<file path="src/rtl/seletor_teclado_pkg.sv">
// Shared definitions for the keypad selector: FSM state encoding, keypad width
// and the one-hot key to 2-bit value decode.
package seletor_teclado_pkg;

  localparam int NUM_TECLAS = 4;

  typedef enum logic [2:0] {
    S_LINHA   = 3'd0,
    S_SOLTA_L = 3'd1,
    S_COLUNA  = 3'd2,
    S_SOLTA_C = 3'd3,
    S_PRONTO  = 3'd4
  } estado_t;

  // Only ever called with an accepted (one-hot) pattern; anything else maps to 00.
  function automatic logic [1:0] onehot_para_code(input logic [NUM_TECLAS-1:0] oh);
    logic [1:0] v;
    case (oh)
      4'b0001: v = 2'b00;
      4'b0010: v = 2'b01;
      4'b0100: v = 2'b10;
      4'b1000: v = 2'b11;
      default: v = 2'b00;
    endcase
    return v;
  endfunction

endpackage

</file>
<file path="src/rtl/seletor_teclado_filtro.sv">
// filtro_tecla: width-parameterised stable-pattern debouncer.
// Ports:
//   clk, clr    clock, asynchronous active-high reset
//   i_bits      raw key levels
//   o_estavel   last accepted pattern (all zero = released)
//   o_aceito    one-cycle pulse, combinational, in the cycle whose closing edge
//               takes the DEBOUNCE_CYC-th stable sample of a new press
// A pattern with more than one bit set never counts as stable. A new press is
// only taken after the accepted pattern has returned to all zero.
module filtro_tecla #(
  parameter int W            = 1,
  parameter int DEBOUNCE_CYC = 8,
  parameter int CW           = 4
) (
  input  logic         clk,
  input  logic         clr,
  input  logic [W-1:0] i_bits,
  output logic [W-1:0] o_estavel,
  output logic         o_aceito
);

  localparam logic [CW-1:0] DEB = CW'(DEBOUNCE_CYC);

  logic [W-1:0]  r_amostra;
  logic [W-1:0]  r_estavel;
  logic [CW-1:0] r_cnt;
  logic [CW-1:0] w_cnt_novo;
  logic          w_valido;
  logic          w_muda;

  always_comb begin
    // zero or exactly one bit set
    w_valido   = ((i_bits & (i_bits - W'(1))) == '0);
    w_cnt_novo = '0;
    if (w_valido) begin
      if (i_bits != r_amostra)
        w_cnt_novo = CW'(1);
      else if (r_cnt >= DEB)
        w_cnt_novo = r_cnt;
      else
        w_cnt_novo = r_cnt + CW'(1);
    end
    w_muda = (w_cnt_novo == DEB) && (i_bits != r_estavel) &&
             ((i_bits == '0) || (r_estavel == '0));
  end

  always_ff @(posedge clk or posedge clr) begin
    if (clr) begin
      r_amostra <= '0;
      r_estavel <= '0;
      r_cnt     <= '0;
    end else begin
      r_amostra <= i_bits;
      r_cnt     <= w_cnt_novo;
      if (w_muda)
        r_estavel <= i_bits;
    end
  end

  assign o_estavel = r_estavel;
  assign o_aceito  = w_muda && (i_bits != '0);

endmodule

</file>
<file path="src/rtl/seletor_teclado.sv">
// seletor_teclado: keypad-side producer of the row/column selection.
// Ports:
//   clk, clr           clock, asynchronous active-high reset
//   tecla[3:0]         value keys (bit i = value i), confirma, cancela
//   code, enL, enC     selected value and row/column load strobes
//   sel_valida         complete selection waiting for confirmation
//   compra, expirou    purchase pulse, timeout pulse
// state     | meaning
// S_LINHA   | waiting for the row key
// S_SOLTA_L | row taken, waiting for key release
// S_COLUNA  | waiting for the column key (timeout runs)
// S_SOLTA_C | column taken, waiting for key release
// S_PRONTO  | selection complete, waiting for confirm (timeout runs)
module seletor_teclado
  import seletor_teclado_pkg::*;
#(
  parameter int DEBOUNCE_CYC = 8,
  parameter int TIMEOUT_CYC  = 1000
) (
  input  logic                  clk,
  input  logic                  clr,
  input  logic [NUM_TECLAS-1:0] tecla,
  input  logic                  confirma,
  input  logic                  cancela,
  output logic [1:0]            code,
  output logic                  enL,
  output logic                  enC,
  output logic                  sel_valida,
  output logic                  compra,
  output logic                  expirou
);

  localparam int CNT_MAX = (DEBOUNCE_CYC > TIMEOUT_CYC) ? DEBOUNCE_CYC : TIMEOUT_CYC;
  localparam int CW      = $clog2(CNT_MAX + 1);
  localparam logic [CW-1:0] TMO_FIM = CW'(TIMEOUT_CYC - 1);

  logic [NUM_TECLAS-1:0] w_tecla_est;
  logic                  w_tecla_ok, w_conf_ok, w_canc_ok;
  logic                  w_conf_est, w_canc_est;
  logic                  w_unused;

  estado_t       r_estado, w_prox;
  logic [CW-1:0] r_tmo, w_tmo_n;
  logic [1:0]    r_code, w_code_n;
  logic          r_enL, r_enC, r_compra, r_expirou;
  logic          w_enL_n, w_enC_n, w_compra_n, w_exp_n;
  logic          w_tmo_fim;

  filtro_tecla #(.W(NUM_TECLAS), .DEBOUNCE_CYC(DEBOUNCE_CYC), .CW(CW)) u_filtro_tecla (
    .clk(clk), .clr(clr), .i_bits(tecla), .o_estavel(w_tecla_est), .o_aceito(w_tecla_ok)
  );

  filtro_tecla #(.W(1), .DEBOUNCE_CYC(DEBOUNCE_CYC), .CW(CW)) u_filtro_confirma (
    .clk(clk), .clr(clr), .i_bits(confirma), .o_estavel(w_conf_est), .o_aceito(w_conf_ok)
  );

  filtro_tecla #(.W(1), .DEBOUNCE_CYC(DEBOUNCE_CYC), .CW(CW)) u_filtro_cancela (
    .clk(clk), .clr(clr), .i_bits(cancela), .o_estavel(w_canc_est), .o_aceito(w_canc_ok)
  );

  // Only the accept pulses matter for confirm/cancel.
  assign w_unused = ^{w_conf_est, w_canc_est};

  always_comb begin
    w_prox     = r_estado;
    w_code_n   = r_code;
    w_enL_n    = 1'b0;
    w_enC_n    = 1'b0;
    w_compra_n = 1'b0;
    w_exp_n    = 1'b0;
    w_tmo_fim  = (r_tmo == TMO_FIM);

    if (w_canc_ok) begin
      w_prox = S_LINHA;
    end else begin
      case (r_estado)
        S_LINHA: begin
          if (w_tecla_ok) begin
            w_code_n = onehot_para_code(tecla);
            w_enL_n  = 1'b1;
            w_prox   = S_SOLTA_L;
          end
        end
        S_SOLTA_L: if (w_tecla_est == '0) w_prox = S_COLUNA;
        S_COLUNA: begin
          // an accepted press outranks a timeout in the same cycle
          if (w_tecla_ok) begin
            w_code_n = onehot_para_code(tecla);
            w_enC_n  = 1'b1;
            w_prox   = S_SOLTA_C;
          end else if (w_tmo_fim) begin
            w_exp_n = 1'b1;
            w_prox  = S_LINHA;
          end
        end
        S_SOLTA_C: if (w_tecla_est == '0) w_prox = S_PRONTO;
        S_PRONTO: begin
          if (w_conf_ok) begin
            w_compra_n = 1'b1;
            w_prox     = S_LINHA;
          end else if (w_tmo_fim) begin
            w_exp_n = 1'b1;
            w_prox  = S_LINHA;
          end
        end
        default: w_prox = S_LINHA;
      endcase
    end

    // idle timer: runs only while parked in S_COLUNA/S_PRONTO with no key activity
    w_tmo_n = '0;
    if ((w_prox == r_estado) && (tecla == '0) &&
        ((r_estado == S_COLUNA) || (r_estado == S_PRONTO)))
      w_tmo_n = w_tmo_fim ? r_tmo : r_tmo + CW'(1);
  end

  always_ff @(posedge clk or posedge clr) begin
    if (clr) begin
      r_estado  <= S_LINHA;
      r_tmo     <= '0;
      r_code    <= 2'b00;
      r_enL     <= 1'b0;
      r_enC     <= 1'b0;
      r_compra  <= 1'b0;
      r_expirou <= 1'b0;
    end else begin
      r_estado  <= w_prox;
      r_tmo     <= w_tmo_n;
      r_code    <= w_code_n;
      r_enL     <= w_enL_n;
      r_enC     <= w_enC_n;
      r_compra  <= w_compra_n;
      r_expirou <= w_exp_n;
    end
  end

  assign code       = r_code;
  assign enL        = r_enL;
  assign enC        = r_enC;
  assign compra     = r_compra;
  assign expirou    = r_expirou;
  assign sel_valida = (r_estado == S_PRONTO);

endmodule

</file>
<file path="config.mk">
export PLATFORM = sky130hd
export DESIGN_NAME = seletor_teclado
export DESIGN_NICKNAME = d
export VERILOG_FILES = /design/src/rtl/seletor_teclado_pkg.sv /design/src/rtl/seletor_teclado_filtro.sv /design/src/rtl/seletor_teclado.sv
export SDC_FILE = /design/constraint.sdc
export NUM_CORES = 1
export LEC_CHECK = 0
export CORE_ASPECT_RATIO = 0.5
export CORE_MARGIN = 3
export CORE_UTILIZATION = 64
export CTS_CLUSTER_DIAMETER = 30
export DETAILED_ROUTE_END_ITERATION = 10
export PLACE_DENSITY = 0.84
export SLEW_MARGIN = 20
export SYNTH_ARGS = -nofsm -noshare
export SYNTH_HDL_FRONTEND = slang
export SYNTH_SLANG_ARGS = --single-unit
</file>
<file path="constraint.sdc">
create_clock -name clk -period 5.8 [get_ports clk]
set_input_delay 1.16 -clock clk [delete_from_list [all_inputs] [get_ports clk]]
set_output_delay 1.16 -clock clk [all_outputs]
set_load 0.1 [all_outputs]
</file>
==> out/metrics.csv <==
metric,value,unit
Power Density,297,nW/um^2
"Clk Latency, worst-skew pair",0.33,ns
IO buf count,14,
Mapped Area,3050,um^2
"Hold Vio Cnt, Final",0,
fin util,0.773,
Reg2Reg Launch Point,u_filtro_cancela.r_cnt[0]$_DFF_PP0_,
Gate power share,0.105,
syn_area_per_cell,10.6,um^2
max_cap viols,0,
Worst path max stage delay,0.57,ns
Slew Limit Fails,0,
CTS resizes,0,
# Post-CTS Setup Buffers,0,
Placer Congestion,0.887,
Synth Warn #,0,
global-route wire length before repair,9.17,mm
crit path launch type,input pin,
cts hold-fix bufs,0,
WL per Instance,14.7,um
routed vias/inst,5.64,
CP cell instances,clkdlybuf4s50_1 -> ha_1 -> or4b_2 -> a211oi_1 -> a211oi_1 -> nand3b_1 -> a22o_1 -> nor3_1,
outcome,completed,
Yosys reg bits,61,
"Distinct cells, synth",46,
cell taking the most area after synthesis,dfrtp_1,
Clock transition at path regs,0.07,ns
Syn Inst Count,286,
I/O pin count,15,
Design Power,1.03,mW
post-layout min period,3.75,ns
nets@finish,321,
total die area,5670,um^2
Post-Route WL,5.50,mm
ranking of synthesized cells by area,"dfrtp_1 50%, xor2_1 5.2%, and2_1 3.9%",
Detailed Routing Iterations Pass 1,4,
Yosys top cell area share,0.501,
CTS Buf Count,9,
Net Sw Frac,0.244,
relative slew slack,0.354,
ANT cells,0,
crit path max-delay cell type,clkdlybuf4s50_1,
Final Cycle Share,0.647,
initial core utilization,0.679,
H-tree Lvls,3,
antenna-violating nets left,0,
gr ovfl total,0,
crit path from,confirma,
pin count of the biggest net entering global routing,62,
CP most frequent cell,a211oi_1,
clock share of power,0.437,
worst min-delay path category,reg2reg,
P_sw,252,uW
DP HPWL,3.56,mm
"Req. time, crit path",6.00,ns
TritonCTS clock tree,built,
worst-margin pin slew,0.967,ns
CP Capture Type,flop,
setup_tns,0,ns
clk sinks,61,
Crit Path Category,in2reg,
hold path start,u_filtro_confirma.r_cnt[4]$_DFF_PP0_,
gr usage total,0.210,
Mapped Nets,303,
share of layout cells above drive strength 1,0.113,
Worst Path Arrival,3.95,ns
final setup fails,0,
DRC,0,
internal cell power,779,uW
core area,4490,um^2
Highest Clock Rate,0.267,GHz
initial antenna violation count,0,
Die H,54.8,um
Max Fanout on Critical Path,10,
Root Driver,clkbuf_8,
chip width,104,um
Clock Skew,0.00721,ns
Max clock buf depth,2,
P_leak,1.59,nW
fillers,281,
Via Count,2114,
vias in the first global route,2046,
initial drt markers,193,
unrepaired setup endpoints after global routing,false,
row cnt,17,
maximum VDD drop,0.212,mV
"Seq/Total Area, Yosys",0.501,
Sequential Power Share,0.458,
P&R area growth vs syn,13.9,%
==> metrics by stage <==
| stage | std cells | hold slack [ns] | setup WS, ns | instance area [um^2] |
|---|---|---|---|---|
| 2_1_floorplan | 286 | 0.444 | 2.72 | 3050 |
| 3_3_place_gp | 359 | 0.464 | 1.83 | 3230 |
| 3_5_place_dp | 359 | 0.466 | 1.71 | 3230 |
| 4_1_cts | 375 | 0.485 | 2.06 | 3470 |
| 5_1_grt | 375 | 0.496 | 1.82 | 3470 |
| 6_report | 375 | 0.484 | 2.05 | 3470 |
==> placed cells by master, fill, tap and decap left out, drive strengths merged, types with 2 or more instances in the layout <==
cell	Yosys	final
a211oi	4	4
a21oi	9	9
a31oi	3	3
and2	19	19
and3	4	4
and3b	2	2
bufinv	0	3
clkbuf	3	10
clkdlybuf4s50	0	14
clkinv	0	2
dfrtp	61	61
ha	9	9
inv	12	12
mux2	7	7
mux2i	4	4
nand2	19	19
nand2b	5	5
nand3	10	10
nand3b	2	2
nand4	2	2
nor2	20	20
nor2b	6	6
nor3	16	16
nor4	12	12
o21ai	5	5
or3b	2	2
or4	2	2
or4b	2	2
xnor2	11	11
xor2	18	18
==> worst paths after layout <==
path	to	slack [ns]	depth (start not counted)
min in group asynchronous	u_filtro_cancela.o_estavel$_DFFE_PP0P_	1.36	3
max in group asynchronous	u_filtro_tecla.o_estavel[0]$_DFFE_PP0N_	3.96	3
max reg2reg	r_tmo[2]$_DFFE_PP0P_	3.10	7
min	u_filtro_confirma.r_cnt[4]$_DFF_PP0_	0.48	1
min reg2reg	u_filtro_confirma.r_cnt[4]$_DFF_PP0_	0.48	1
max	r_tmo[8]$_DFFE_PP0P_	2.05	8
==> power by group through the flow <==
| stage | Sequential (mW) | Combinational [mW] | Clock, mW |
|---|---|---|---|
| finish | 0.472 | 0.108 | 0.451 |
| global route | 0.477 | 0.124 | 0.483 |
| CTS | 0.472 | 0.110 | 0.458 |
| detailed placement | 0.480 | 0.109 | 0 |
| global placement | 0.478 | 0.103 | 0 |
| floorplan | 0.474 | 0.0860 | 0 |
==> cell usage after synthesis (all sizes together) <==
master	count
o211a	1
a31oi	3
and3b	2
nand3b	2
o21bai	1
o21ai	5
nor3b	1
inv	12
nand4b	1
ha	9
and2	19
o22ai	1
o2111a	1
nand4	2
o41a	1
o32ai	1
nor2b	6
clkbuf	3
a21oi	9
a22o	1
nor3	16
xor2	18
nor2	20
xnor2	11
a211oi	4
nand2b	5
dfrtp	61
nand2	19
or3b	2
or4	2
buf	5
or4b	2
or3	1
o31a	1
nor4	12
o21a	1
and3	4
nand3	10
mux2	7
mux2i	4
==> sequential cells by signal, summed over array words and instances (netlist names), 2 cells and up <==
| signal | cells |
|---|---|
| u_filtro_tecla.o_estavel | 4 |
| u_filtro_confirma.r_cnt | 10 |
| r_tmo | 10 |
| code | 2 |
| u_filtro_cancela.r_cnt | 10 |
| r_estado | 3 |
| u_filtro_tecla.r_cnt | 10 |
| u_filtro_tecla.r_amostra | 4 |
==> worst max-delay path, delay by kind of cell <==
kind | cells | cell delay (ns)
and+or+nand+nor | 3 | 0.83
AOI/OAI and AO/OA | 3 | 1.03
buffers and inverters | 1 | 0.57
adders and majority gates | 1 | 0.35
==> layout make-up <==
type / instances / area, um^2 / area share
repair buffers: 15 / 148 / 0.0426
well taps: 66 / 82.6 / 0.0238
multi-input cells: 205 / 1430 / 0.412
clock inverters: 6 / 111 / 0.0321
flip-flops and latches: 61 / 1530 / 0.440
clock buffers: 10 / 128 / 0.0368
inverters: 12 / 45.0 / 0.0130
==> logic make-up after synthesis <==
| family | share of synthesized area |
|---|---|
| mux | 0.0390 |
| xor+xnor | 0.0834 |
| fa+ha+maj | 0.0370 |
| simple gates | 0.244 |
| flops | 0.501 |
| compound gates | 0.0657 |
| buf+inv | 0.0296 |
==> metal layers <==
metal	vias up	share of wire	track usage
li1	1034	-	-
met1	1031	0.45	0.244
met2	42	0.50	0.367
met3	7	0.044	0.0777
met4	0	0.010	0.0905
met5	-	0	0
Power figures use the tool's default switching activity.
